$ cat src/rtl/pipelined_adder_if.sv
// pipelined_adder_if: operand/result handshake bundle for pipelined_adder.
// The ovf signal exists only when PIPELINED_ADDER_OVF_EN is defined.
interface pipelined_adder_if #(parameter int WIDTH = 16);
  logic [WIDTH-1:0] A;
  logic [WIDTH-1:0] B;
  logic [WIDTH-1:0] S;
  logic cin;
  logic in_valid;
  logic in_ready;
  logic cout;
  logic out_valid;
  logic out_ready;
`ifdef PIPELINED_ADDER_OVF_EN
  logic ovf;
`endif
  modport master (
    output A, B, cin, in_valid, out_ready,
    input in_ready, S, cout, out_valid
`ifdef PIPELINED_ADDER_OVF_EN
    , input ovf
`endif
  );
  modport slave (
    input A, B, cin, in_valid, out_ready,
    output in_ready, S, cout, out_valid
`ifdef PIPELINED_ADDER_OVF_EN
    , output ovf
`endif
  );
endinterface

$ cat src/rtl/pipelined_adder.sv
// pipelined_adder: STAGES-deep slice-wise ripple adder with valid/ready flow control.
// Define PIPELINED_ADDER_OVF_EN to add the registered signed-overflow output ovf.
module pipelined_adder #(
  parameter int WIDTH  = 16,
  parameter int STAGES = 4
) (
  input logic clk,
  input logic rst,
  pipelined_adder_if.slave bus_io
);
  localparam int W = WIDTH / STAGES;
  logic adv;
  logic [STAGES:0] v_q;
  logic [STAGES:0] c_q;
  logic [WIDTH-1:0] a_q [STAGES];
  logic [WIDTH-1:0] b_q [STAGES];
  logic [WIDTH-1:0] s_q [STAGES+1];
  logic [W:0] slc_d [STAGES];
  assign adv              = bus_io.out_ready | ~v_q[STAGES];
  assign bus_io.in_ready  = adv;
  assign bus_io.S         = s_q[STAGES];
  assign bus_io.cout      = c_q[STAGES];
  assign bus_io.out_valid = v_q[STAGES];
  // level k holds operands for stage k; stage k writes slice k into level k+1
  for (genvar k = 0; k < STAGES; k++) begin : g_slice
    assign slc_d[k] = {1'b0, a_q[k][k*W +: W]} + {1'b0, b_q[k][k*W +: W]} + (W+1)'(c_q[k]);
  end
  always_ff @(posedge clk) begin
    if (!rst) begin
      v_q <= '0;
      c_q <= '0;
      for (int i = 0; i < STAGES; i++) begin
        a_q[i] <= '0;
        b_q[i] <= '0;
      end
      for (int i = 0; i <= STAGES; i++) s_q[i] <= '0;
    end else if (adv) begin
      v_q    <= {v_q[STAGES-1:0], bus_io.in_valid};
      c_q[0] <= bus_io.cin;
      a_q[0] <= bus_io.A;
      b_q[0] <= bus_io.B;
      s_q[0] <= '0;
      for (int i = 1; i < STAGES; i++) begin
        a_q[i] <= a_q[i-1];
        b_q[i] <= b_q[i-1];
      end
      for (int i = 0; i < STAGES; i++) begin
        c_q[i+1]             <= slc_d[i][W];
        s_q[i+1]             <= s_q[i];
        s_q[i+1][i*W +: W]   <= slc_d[i][W-1:0];
      end
    end
  end
`ifdef PIPELINED_ADDER_OVF_EN
  logic ovf_q;
  // carry into the MSB is a^b^sum at that bit
  always_ff @(posedge clk) begin
    if (!rst) ovf_q <= 1'b0;
    else if (adv) ovf_q <= a_q[STAGES-1][WIDTH-1] ^ b_q[STAGES-1][WIDTH-1]
                         ^ slc_d[STAGES-1][W-1] ^ slc_d[STAGES-1][W];
  end
  assign bus_io.ovf = ovf_q;
`endif
endmodule

$ cat src/flat_wrapper.sv
// flat-port wrapper written by rule: the top's interface ports become plain ports
module pipelined_adder_flat 
#(
  parameter int WIDTH  = 16,
  parameter int STAGES = 4
)
  (clk, rst, bus_io_A, bus_io_B, bus_io_cin, bus_io_in_valid, bus_io_out_ready, bus_io_in_ready, bus_io_S, bus_io_cout, bus_io_out_valid);
  pipelined_adder_if #(.WIDTH(WIDTH)) bus_io_i ();
  input logic clk;
  input logic rst;
  input wire logic [$bits(bus_io_i.A)-1:0] bus_io_A;
  input wire logic [$bits(bus_io_i.B)-1:0] bus_io_B;
  input wire logic [$bits(bus_io_i.cin)-1:0] bus_io_cin;
  input wire logic [$bits(bus_io_i.in_valid)-1:0] bus_io_in_valid;
  input wire logic [$bits(bus_io_i.out_ready)-1:0] bus_io_out_ready;
  output wire logic [$bits(bus_io_i.in_ready)-1:0] bus_io_in_ready;
  output wire logic [$bits(bus_io_i.S)-1:0] bus_io_S;
  output wire logic [$bits(bus_io_i.cout)-1:0] bus_io_cout;
  output wire logic [$bits(bus_io_i.out_valid)-1:0] bus_io_out_valid;
  assign bus_io_i.A = bus_io_A;
  assign bus_io_i.B = bus_io_B;
  assign bus_io_i.cin = bus_io_cin;
  assign bus_io_i.in_valid = bus_io_in_valid;
  assign bus_io_i.out_ready = bus_io_out_ready;
  assign bus_io_in_ready = bus_io_i.in_ready;
  assign bus_io_S = bus_io_i.S;
  assign bus_io_cout = bus_io_i.cout;
  assign bus_io_out_valid = bus_io_i.out_valid;
  pipelined_adder #(.WIDTH(WIDTH), .STAGES(STAGES)) u_core (.clk(clk), .rst(rst), .bus_io(bus_io_i));
endmodule
$ cat config.mk
export PLATFORM = sky130hd
export DESIGN_NAME = pipelined_adder_flat
export DESIGN_NICKNAME = d
export VERILOG_FILES = /design/src/rtl/pipelined_adder_if.sv /design/src/rtl/pipelined_adder.sv /design/src/flat_wrapper.sv
export SDC_FILE = /design/constraint.sdc
export NUM_CORES = 1
export LEC_CHECK = 0
export ABC_CLOCK_PERIOD_IN_PS = 7500
export CAP_MARGIN = 15
export CORE_ASPECT_RATIO = 0.8
export CORE_MARGIN = 1.5
export CORE_UTILIZATION = 55
export DETAILED_ROUTE_END_ITERATION = 10
export PLACE_DENSITY = 0.78
export SLEW_MARGIN = 20
export SYNTH_ARGS = -nofsm -noshare
export SYNTH_HDL_FRONTEND = slang
export SYNTH_SLANG_ARGS = --single-unit
$ cat constraint.sdc
create_clock -name clk -period 7.5 [get_ports clk]
set_input_delay 1.125 -clock clk [delete_from_list [all_inputs] [get_ports clk]]
set_output_delay 1.125 -clock clk [all_outputs]
set_load 0.1 [all_outputs]
# Word-level counts from Yosys, hierarchy flattened
# Memories as Yosys holds them, arrays and structs flattened.
# Cells that the tools add are included.
# Widths: inputs -> output; s select.
# word_totals
rom_bits	0
mem_bits_rw	208
latchBits	0
wordCells	53
reg_bits	10
output_inout_bits	19
n_memories	3
input_bits	37
# mem_list
memory	depth	width	read_ports	rd_clocked_by_memory_dff	wr	line	text
u_core.s_q	5	16	5	0	5	pipelined_adder.sv:17	logic [WIDTH-1:0] s_q [STAGES+1];
u_core.a_q	4	16	4	0	4	pipelined_adder.sv:15	logic [WIDTH-1:0] a_q [STAGES];
u_core.b_q	4	16	4	0	4	pipelined_adder.sv:16	logic [WIDTH-1:0] b_q [STAGES];
# classes
n_addsub	8
div_mod_pow	0
shift	0
n_lt_le_gt_ge	0
n_mul	0
n_reduce_logical	0
bitwise	19
n_eq_ne	0
mux	21
# op_table
operator	n
$mux 16	13
$add 4x4->5	4
$add 5x1->5	4
$or 1x1->1	18
$mux 4	4
$mux 1	4
$not 1->1	1

# Depth between registers and ports, before layout
# Gate-level depths: netlist of run 1.
# depth
ltp_word	7
ltp_mapped	6
ltp_nobuf	6

# Least setup slack after synthesis of run 1
# Ideal clock, no wire load.
# synth_path
path_kind	register -> register
start	register u_core.v_q[4]
end	memory u_core.a_q[0][0], enable pin
t_required_ns	6.432
arrival_ns	3.430
setup_slack_ns	3.002
n_path_buf	1
path_stages_with_launch	4
period_less_slack_ns	4.498
setup_time_ns	1.068
cell_sequence	dfxtp_1 > nor2b_4 > buf_2 > nand2_1
# synth_lines
element	line	text
from (decl)	pipelined_adder.sv:13	logic [STAGES:0] v_q;
from (signal assigned)	pipelined_adder.sv:38	v_q <= {v_q[STAGES-1:0], bus_io.in_valid};
to (decl)	pipelined_adder.sv:15	

# Worst setup path after layout of run 1
# layout_path
start	input bus_io_out_ready
end	output bus_io_in_ready
# layout_via
elab_chain_cells	1
# layout_rtl
element	line	text
from (decl)	flat_wrapper.sv:15	input wire logic [$bits(bus_io_i.out_ready)-1:0] bus_io_out_ready;
$or 1x1->1	pipelined_adder.sv:19	assign adv = bus_io.out_ready | ~v_q[STAGES];
to (decl)	flat_wrapper.sv:16	output wire logic [$bits(bus_io_i.in_ready)-1:0] bus_io_in_ready;
# Every way passes these cells.

==> results of run 1 <==
==> per-layer routing <==
layer	GRT usage	up-vias
li1	-	1469
met1	0.230	1465
met2	0.262	82
met3	0.0681	16
met4	0.0656	0
met5	0	-
==> flip-flops by register name, summed over array words and instances, names as in the netlist <==
| signal | flops |
|---|---|
| u_core.c_q | 5 |
| u_core.b_q | 40 |
| u_core.v_q | 5 |
| u_core.a_q | 40 |
| u_core.s_q | 40 |
==> metrics by stage <==
step | total power, mW | hold slack [ns] | setup WS, ns | utilization
after floorplan | 0.907 | 0.440 | 3.00 | -
after global placement | 0.938 | 0.447 | 2.72 | 0.622
after detailed placement | 0.942 | 0.466 | 2.69 | 0.622
after CTS | 1.79 | 0.478 | 2.69 | 0.690
after global routing | 1.84 | 0.490 | 2.57 | 0.690
final | 1.78 | 0.478 | 2.69 | 0.690
==> how the worst max path moves through the flow <==
stage | startpoint | endpoint | slack, ns | depth (start not counted)
global placement | bus_io_out_ready | bus_io_in_ready | 2.72 | 4
global route | bus_io_out_ready | bus_io_in_ready | 2.57 | 4
finish | bus_io_out_ready | bus_io_in_ready | 2.69 | 4
CTS | bus_io_out_ready | bus_io_in_ready | 2.69 | 4
detailed placement | bus_io_out_ready | bus_io_in_ready | 2.69 | 4
floorplan | u_core.v_q[4]$_SDFFE_PN0P_ | u_core.a_q[0][0]$_SDFFCE_PN0P_ | 3.00 | 3
==> kinds of logic after synthesis <==
family / synth area share
AND/OR/NAND/NOR: 0.166
flip-flops: 0.702
buffers and inverters: 0.0397
AO/OA/AOI/OAI: 0.0291
adder cells (fa/ha/maj): 0.0573
multiplexers: 0.00370
XOR/XNOR: 0.00162
==> power breakdown <==
part	switching, mW	internal (mW)
registers	0.00937	0.822
logic	0.0531	0.0429
clock network	0.293	0.564
==> synthesized netlist by cell type <==
cell type | instances | area (sq um)
a21boi_0 | 5 | 37.5
a21o_1 | 3 | 22.5
a21oi_1 | 11 | 55.1
and3_1 | 108 | 676
buf_2 | 16 | 80.1
buf_6 | 2 | 22.5
buf_8 | 1 | 15.0
clkbuf_1 | 8 | 30.0
clkbuf_2 | 1 | 5.00
dfxtp_1 | 10 | 200
edfxtp_1 | 120 | 3600
fa_1 | 8 | 160
ha_1 | 12 | 150
inv_1 | 15 | 56.3
inv_4 | 1 | 6.26
mux2i_1 | 2 | 20.0
nand2_1 | 11 | 41.3
nand2_2 | 1 | 6.26
nand3_1 | 3 | 15.0
nand3b_1 | 4 | 30.0
nor2_1 | 9 | 33.8
nor2b_1 | 6 | 37.5
nor2b_4 | 1 | 13.8
nor3_2 | 4 | 40.0
nor3b_1 | 1 | 7.51
o21a_1 | 1 | 7.51
o21ai_0 | 7 | 35.0
xnor2_1 | 1 | 8.76
==> worst max-delay path: cells and delay by family <==
family,cells,cell delay (ns)
buffers and inverters,3,2.44
AND/OR/NAND/NOR,1,0.10
==> final cells by class <==
class                      instances  area, sq um
tap                              119          149
clock inverter                     4         23.8
inverter                          16         62.6
timing repair buffer              57          561
fill                             659         2980
multi-input combinational        198         1410
clock buffer                      28          622
sequential                       130         3800
==> out/qor.csv, run 1 <==
stage,metric,value,unit
outcome,outcome,finished clean,
clock_network,hold_buf cts,0,
timing,Max Fclk,0.208,GHz
timing,Clock Skews,0.00814,ns
synthesis,area of the mapped netlist,5420,sq um
timing,Final Hold Violating Endpoints,0,
clock_network,Clock transition at path regs,0.06,ns
drt,DRT iter0 DRCs,241,
clock_network,Worst-Skew Late Latency,0.41,ns
final_layout,most frequent cells in the layout,"edfxtp_1, and3_1, clkdlybuf4s50_1",
floorplan,Die ar.,10500,sq um
grt,total track usage,0.174,
clock_network,H-tree levels,4,
synthesis,number of library cell types mapped by synthesis,28,
drt,final WL,8.54,mm
drt,# DRC,0,
timing,Final min period,4.81,ns
critical_path,CP Capture Type,output pin,
floorplan,Rows,32,
drt,met2 wire len,4.02,mm
critical_path,FF-to-FF setup slack,5.28,ns
critical_path,cells along the critical path,clkdlybuf4s50_1 -> nor2b_4 -> inv_4 -> clkdlybuf4s50_1,
timing,fin. max-slew vios,0,
critical_path,worst reg-to-reg path cell count,3,
placement,dpl cell area,5980,sq um
hold_path,Hold Crit Depth,2,
drt,"antenna viol nets, final",0,
hold_path,worst hold path class,register to register,
critical_path,worst r2r src,u_core.v_q[4]$_SDFFE_PN0P_,
hold_path,origin of the worst min-delay path,u_core.v_q[2]$_SDFFE_PN0P_,
final_layout,layout cells sized above 1,0.0993,
clock_network,clock tree root driver cell,clkbuf_16,
critical_path,Crit Path Class,primary input to output pin,
pwr,VDD IR-drop max,0.142,mV
grt,antenna violations before repair,0,
placement,gpl congestion,0.770,
pwr,Cell Pwr Density,269,nW/um^2
drt,Routed met3 length,441,um
drt,WL met1,3.94,mm
final_layout,Diodes inserted,0,
final_layout,fin cells,552,
clock_network,post_cts resized,0,
placement,dpl hpwl,4.71,mm
timing,"Period Utilization, post-route",0.641,
hold_path,Worst Hold Path EP,u_core.v_q[3]$_SDFFE_PN0P_,
floorplan,Initial Util,0.564,
critical_path,startpoint types,primary input,
final_layout,Layout area overhead,22.3,%
drt,Vias/cell,5.49,
drt,Max Used Layer,met4,
clock_network,CTS tree,done,
grt,vias in the first global route,2867,
drt,drt first pass iters,4,
critical_path,crit-path max FO,123,
synthesis,"flops & latches, synth",130,
grt,largest net degree at the start of global routing,124,
drt,post-DR wirelength/cell,15.5,um
final_layout,final net count,477,
critical_path,slowest cell on the critical path,clkdlybuf4s50_1,
critical_path,reg2reg end,u_core.s_q[2][4]$_SDFFCE_PN0P_,
placement,dpl cells,520,
timing,"Setup violations, final",0,
critical_path,CP required,6.38,ns
synthesis,Synth Warn #,0,
clock_network,post-CTS setup buffer count,0,
critical_path,Critical Path Max Stage Delay,1.28,ns
timing,Fin Setup TNS,0,ns
final_layout,fin area,6630,sq um
timing,Worst Tran Pin Value,0.972,ns
placement,IO Port Bufs,55,
critical_path,Arrival @ worst endpoint,3.68,ns
grt,first-pass GRT wire length,13.6,mm
drt,DR vias,3032,
timing,unrepaired setup endpoints after global routing,false,
final_layout,"most common cell after layout, fill and taps aside",edfxtp_1,
floorplan,Core Area,9610,sq um
synthesis,register area share after synthesis,0.702,
floorplan,IO Count,56,
synthesis,syn nets,429,
job,max-cap violation count,0,
clock_network,CTS sink count,130,
grt,gr ovfl total,0,
floorplan,die height,91.8,um
critical_path,CP dominant cell by count,clkdlybuf4s50_1,
synthesis,cell count after synthesis,372,
clock_network,Max clock buf depth,2,
synthesis,Synth Area per Inst,14.6,sq um
clock_network,Num CTS Buffers,17,
floorplan,Die X,114,um
timing,Relative slew margins,0.350,
pwr,static leakage,3.03,nW
No activity file was read; power rests on OpenSTA's default activity.
==> run 2: changes to the inputs <==
--- a/config.mk
+++ b/config.mk
@@ -5,13 +5,13 @@
 export SDC_FILE = /design/constraint.sdc
 export NUM_CORES = 1
 export LEC_CHECK = 0
-export ABC_CLOCK_PERIOD_IN_PS = 7500
+export ABC_CLOCK_PERIOD_IN_PS = 4300
 export CAP_MARGIN = 15
 export CORE_ASPECT_RATIO = 0.8
 export CORE_MARGIN = 1.5
-export CORE_UTILIZATION = 55
+export CORE_UTILIZATION = 51
 export DETAILED_ROUTE_END_ITERATION = 10
-export PLACE_DENSITY = 0.78
+export PLACE_DENSITY = 0.76
 export SLEW_MARGIN = 20
 export SYNTH_ARGS = -nofsm -noshare
 export SYNTH_HDL_FRONTEND = slang
==> constraint.sdc (replaced) <==
create_clock -name clk -period 4.3 [get_ports clk]
set_input_delay 0.645 -clock clk [delete_from_list [all_inputs] [get_ports clk]]
set_output_delay 0.645 -clock clk [all_outputs]
set_load 0.1 [all_outputs]
==> run 2 against run 1 <==
Against the previous run: clock-buffer cell count down 1; clock skew down 0.00096 ns; largest cell class unchanged; global-route usage down 1.5 points; die area up 7.6%; routed wire length down 4.4%; non-clock buffer count up 1; setup slack worse by 1.4 ns; power up 67%; utilization down 4.8 points; flip-flop and latch count unchanged.
==> out/qor.csv, run 2 (synthesized netlist as in run 1, its figures left out) <==
stage,metric,value,unit,change
critical_path,worst reg-to-reg path cell count,4,,+1
hold_path,origin of the worst min-delay path,u_core.v_q[1]$_SDFFE_PN0P_,,
grt,largest net degree at the start of global routing,124,,unchanged
timing,Max Fclk,0.334,GHz,
floorplan,die height,95.2,um,+3.7%
grt,gr ovfl total,0,,unchanged
placement,dpl cell area,6010,sq um,+0.52%
floorplan,Initial Util,0.527,,-0.0368
placement,IO Port Bufs,55,,unchanged
grt,first-pass GRT wire length,13.5,mm,-0.91%
critical_path,crit-path max FO,123,,unchanged
timing,fin. max-slew vios,0,,unchanged
critical_path,FF-to-FF setup slack,2.33,ns,-2.95 ns
clock_network,H-tree levels,4,,unchanged
clock_network,CTS tree,done,,
critical_path,reg2reg end,u_core.s_q[1][3]$_SDFFCE_PN0P_,,
clock_network,Worst-Skew Late Latency,0.41,ns,about the same
timing,unrepaired setup endpoints after global routing,false,,
final_layout,Layout area overhead,21.7,%,
clock_network,Max clock buf depth,2,,unchanged
pwr,Cell Pwr Density,452,nW/um^2,+68%
pwr,static leakage,3.00,nW,-0.89%
critical_path,Arrival @ worst endpoint,2.35,ns,-1.33 ns
floorplan,Rows,33,,+3.1%
placement,gpl congestion,0.749,,-2.7%
final_layout,"most common cell after layout, fill and taps aside",edfxtp_1,,
floorplan,Core Area,10300,sq um,+7.0%
final_layout,# fillers,746,,+13%
clock_network,Clock transition at path regs,0.05,ns,about the same
critical_path,CP Capture Type,output pin,,
timing,Relative slew margins,0.346,,-0.00408
timing,Final Hold Violating Endpoints,0,,unchanged
drt,post-DR wirelength/cell,14.2,um,-8.1%
final_layout,fin area,6590,sq um,-0.49%
drt,Vias/cell,5.14,,-6.4%
clock_network,Num CTS Buffers,17,,unchanged
outcome,outcome,finished clean,,
grt,antenna violations before repair,0,,unchanged
timing,Fin Setup TNS,0,ns,unchanged
critical_path,Crit Path Class,primary input to output pin,,
clock_network,hold_buf cts,0,,unchanged
clock_network,post_cts resized,0,,unchanged
final_layout,most frequent cells in the layout,"edfxtp_1, and3_1, clkdlybuf4s50_1",,
critical_path,startpoint types,primary input,,
timing,"Setup violations, final",0,,unchanged
drt,# DRC,0,,unchanged
timing,Clock Skews,0.00719,ns,-0.000956 ns
drt,"antenna viol nets, final",0,,unchanged
hold_path,worst hold path class,register to register,,
final_layout,Diodes inserted,0,,unchanged
floorplan,Die X,118,um,+3.7%
placement,dpl hpwl,4.87,mm,+3.5%
final_layout,final net count,478,,+0.21%
drt,DR vias,2951,,-2.7%
final_layout,layout cells sized above 1,0.0945,,-0.00484
clock_network,post-CTS setup buffer count,0,,unchanged
job,max-cap violation count,0,,unchanged
drt,drt first pass iters,4,,unchanged
timing,Worst Tran Pin Value,0.978,ns,+0.00611 ns
hold_path,Worst Hold Path EP,u_core.v_q[1]$_SDFFE_PN0P_,,
timing,"Period Utilization, post-route",0.695,,
floorplan,Die ar.,11300,sq um,+7.6%
clock_network,clock tree root driver cell,clkbuf_16,,
pwr,VDD IR-drop max,0.278,mV,+96%
final_layout,largest registers,"u_core.a_q (40), u_core.b_q (40), u_core.s_q (40)",,
grt,total track usage,0.158,,-0.0155
grt,vias in the first global route,2868,,+0.035%
hold_path,Hold Crit Depth,2,,unchanged
clock_network,CTS sink count,130,,unchanged
drt,DRT iter0 DRCs,279,,+16%
floorplan,IO Count,56,,unchanged
critical_path,worst r2r src,u_core.v_q[4]$_SDFFE_PN0P_,,
critical_path,CP required,3.65,ns,-2.73 ns
drt,final WL,8.16,mm,-4.4%
timing,Final min period,2.99,ns,
## run 2: routing by layer
layer / routed length [um] / part of all wire / track usage / vias to the layer above
li1: - / - / - / 1470
met1: 3840 / 0.47 / 0.204 / 1397
met2: 3810 / 0.47 / 0.245 / 75
met3: 422 / 0.052 / 0.0598 / 9
met4: 83 / 0.010 / 0.0671 / 0
met5: 0 / 0 / 0 / -
## run 2: stage by stage
step / total power [mW] / util / hold slack [ns] / setup slack, ns / cells
floorplan: 1.58 / - / 0.440 / 1.03 / 372
global placement: 1.64 / 0.585 / 0.449 / 1.33 / 542
detailed placement: 1.64 / 0.585 / 0.457 / 1.32 / 542
CTS: 3.02 / 0.641 / 0.465 / 1.31 / 574
global route: 3.08 / 0.641 / 0.491 / 1.18 / 574
finish: 2.98 / 0.641 / 0.461 / 1.31 / 574
## run 2: where the power goes
group | leakage (nW) | switching, mW | internal (mW)
combinational | 1.19 | 0.0921 | 0.0751
sequential | 1.52 | 0.0157 | 1.44
clock | 0.291 | 0.467 | 0.897
## run 2: worst max path at each step
stage	startpoint	endpoint	slack (ns)
after floorplan	u_core.v_q[4]$_SDFFE_PN0P_	u_core.a_q[0][0]$_SDFFCE_PN0P_	1.03
after global placement	bus_io_out_ready	bus_io_in_ready	1.33
after detailed placement	bus_io_out_ready	bus_io_in_ready	1.32
after CTS	bus_io_out_ready	bus_io_in_ready	1.31
after global routing	bus_io_out_ready	bus_io_in_ready	1.18
final	bus_io_out_ready	bus_io_in_ready	1.31
## run 2: worst max-delay path, stage by stage
cell             delay (ns)
clkdlybuf4s50_1        0.50
nor2b_4                0.09
inv_4                  0.63
buf_4                  0.43
## run 2: final cells by class
cell class | count | area, sq um | area share
multi-input combinational | 198 | 1410 | 0.213
clock inverter | 5 | 48.8 | 0.00740
sequential | 130 | 3800 | 0.577
tap | 140 | 175 | 0.0266
clock buffer | 27 | 533 | 0.0808
inverter | 16 | 62.6 | 0.00949
timing repair buffer | 58 | 566 | 0.0858
==> variant (flow settings as in run 1) <==
`WIDTH` is set to 16 in 3 places; all go to 14.
--- a/src/rtl/pipelined_adder_if.sv
+++ b/src/rtl/pipelined_adder_if.sv
@@ -2,3 +2,3 @@
 // The ovf signal exists only when PIPELINED_ADDER_OVF_EN is defined.
-interface pipelined_adder_if #(parameter int WIDTH = 16);
+interface pipelined_adder_if #(parameter int WIDTH = 14);
   logic [WIDTH-1:0] A;
--- a/src/rtl/pipelined_adder.sv
+++ b/src/rtl/pipelined_adder.sv
@@ -3,3 +3,3 @@
 module pipelined_adder #(
-  parameter int WIDTH  = 16,
+  parameter int WIDTH  = 14,
   parameter int STAGES = 4
--- a/src/flat_wrapper.sv
+++ b/src/flat_wrapper.sv
@@ -3,3 +3,3 @@
 #(
-  parameter int WIDTH  = 16,
+  parameter int WIDTH  = 14,
   parameter int STAGES = 4
Interface: changed (resized bus_io_A, bus_io_B and bus_io_S); port bits go from 56 to 50. No check against the original RTL was run, so the function may have changed too.
==> variant against run 1 <==
- cell count shrank 25%
- worst hold slack gained 0.0066 ns
- wire length decreased by 35%
- worst setup slack gained 0.12 ns
- sequential cell count is 30 lower
- total power is 40% lower
- clock skew grew 0.00088 ns
- cell area is 28% lower
- synthesized area decreased by 24%
- sequential share of layout area rose by 3.3 points
- critical endpoint unchanged
==> variant: results <==
{
  "final_nets": 366,
  "place_hpwl_um": 3130,
  "outcome": "complete, no violations",
  "post-place-ws_ns": 2.85,
  "ff2ff_setup_slack_ns": 5.66,
  "grt_usage": 0.149,
  "synth.mux.area_fraction": 0,
  "synth_compound_gate_area_share": 0.0308,
  "grt_pass1_vias": 2080,
  "clock_latency_ns": 0.35,
  "num_vias": 2163,
  "worst_pin_slew_ns": 0.972,
  "drt_iter0_drc": 101,
  "reg_top3": "u_core.a_q: 30 flops, u_core.b_q: 30 flops, u_core.s_q: 30 flops",
  "syn_area_per_cell_um2": 14.6,
  "p_leak_nw": 2.18,
  "crit_arrival_ns": 3.56,
  "r2r-end": "u_core.s_q[4][11]$_DFFE_PP_",
  "clk_pin_slew_worst_paths_ns": 0.09,
  "yosysSeqAreaShare": 0.701,
  "numPortBuffers": 43,
  "htree_levels": 3,
  "synth_fa_ha_area_frac": 0.0628,
  "grt_pass1_wl_um": 9070,
  "synth_xor_area_frac": 0.00846,
  "wl_per_cell_um": 13.5,
  "r2r_cells": 4,
  "synthTopCellsByArea": "edfxtp_1, and3_1, dfxtp_1",
  "critPathMaxFanout": 96,
  "yosysUniqueCellTypes": 25,
  "fmax_mhz": 213,
  "worstSetupPathType": "in2out",
  "grt_max_degree": 97,
  "dp.cells": 396,
  "drive_above_1_share": 0.0621,
  "synth_edf_count": 90,
  "synth.top_cells.by_count": "edfxtp_1, and3_1, clkbuf_1, inv_1, nand2_1",
  "vdd_drop_max_mv": 0.118,
  "drt-total-wl_um": 5550,
  "cts-root-buf": "clkbuf_8"
}
## variant: cell count changes after synthesis, sizes merged, moves of 5 or more
cell,run 1,this run
and3,108,82
clkbuf,9,14
edfxtp,120,90
nor2b,7,2
buf,19,9
## variant: per-layer routing
metal  vias to the layer above  share of wire  GRT usage
met2                        54           0.50      0.246
met5                         -              0          0
met4                         0         0.0045     0.0437
met3                         5          0.050     0.0557
li1                       1085              -          -
met1                      1019           0.45      0.184
## variant: worst min path at each step
stage	start	end	slack (ns)	depth (start not counted)
6_report	u_core.v_q[1]$_SDFFE_PN0P_	u_core.v_q[1]$_SDFFE_PN0P_	0.48	2
5_1_grt	u_core.v_q[1]$_SDFFE_PN0P_	u_core.v_q[1]$_SDFFE_PN0P_	0.50	2
4_1_cts	u_core.v_q[1]$_SDFFE_PN0P_	u_core.v_q[1]$_SDFFE_PN0P_	0.48	2
3_5_place_dp	u_core.v_q[1]$_SDFFE_PN0P_	u_core.v_q[1]$_SDFFE_PN0P_	0.47	2
3_3_place_gp	u_core.v_q[0]$_SDFFE_PN0P_	u_core.v_q[1]$_SDFFE_PN0P_	0.45	2
2_1_floorplan	u_core.v_q[3]$_SDFFE_PN0P_	u_core.v_q[4]$_SDFFE_PN0P_	0.44	1
## variant: worst max-delay path: stages
cell and delay, ns:
clkdlybuf4s50_1 0.50, nor2b_4 0.10, inv_4 0.54, clkdlybuf4s50_1 1.27
## variant: cells by family (layout without fill, tap and decap cells)
kind of cell             count (synthesis)  in the layout
other                                    1              2
flip-flops                             100            100
adder cells (fa/ha/maj)                 16             16
XOR/XNOR                                 4              4
AND/OR/NAND/NOR                        105            105
AO/OA/AOI/OAI                           21             21
buffers and inverters                   37             74
## variant: layout make-up
cell class	count	area, um2
clock buffer	13	180
clock inverter	3	42.5
sequential	100	2900
fill	554	2570
multi-input combinational	148	1060
inverter	14	55.1
tap	90	113
timing repair buffer	44	433
## variant: metrics by stage
step | power (mW) | util | area [um2]
floorplan | 0.699 | - | 4150
global placement | 0.721 | 0.619 | 4550
detailed placement | 0.724 | 0.619 | 4550
CTS | 1.08 | 0.649 | 4780
global route | 1.11 | 0.650 | 4780
finish | 1.07 | 0.650 | 4780
## variant: where the power goes
group | internal, mW | switching [mW] | total, mW
registers | 0.629 | 0.00700 | 0.636
logic | 0.0320 | 0.0426 | 0.0746
clock network | 0.192 | 0.170 | 0.362
total | 0.854 | 0.219 | 1.07
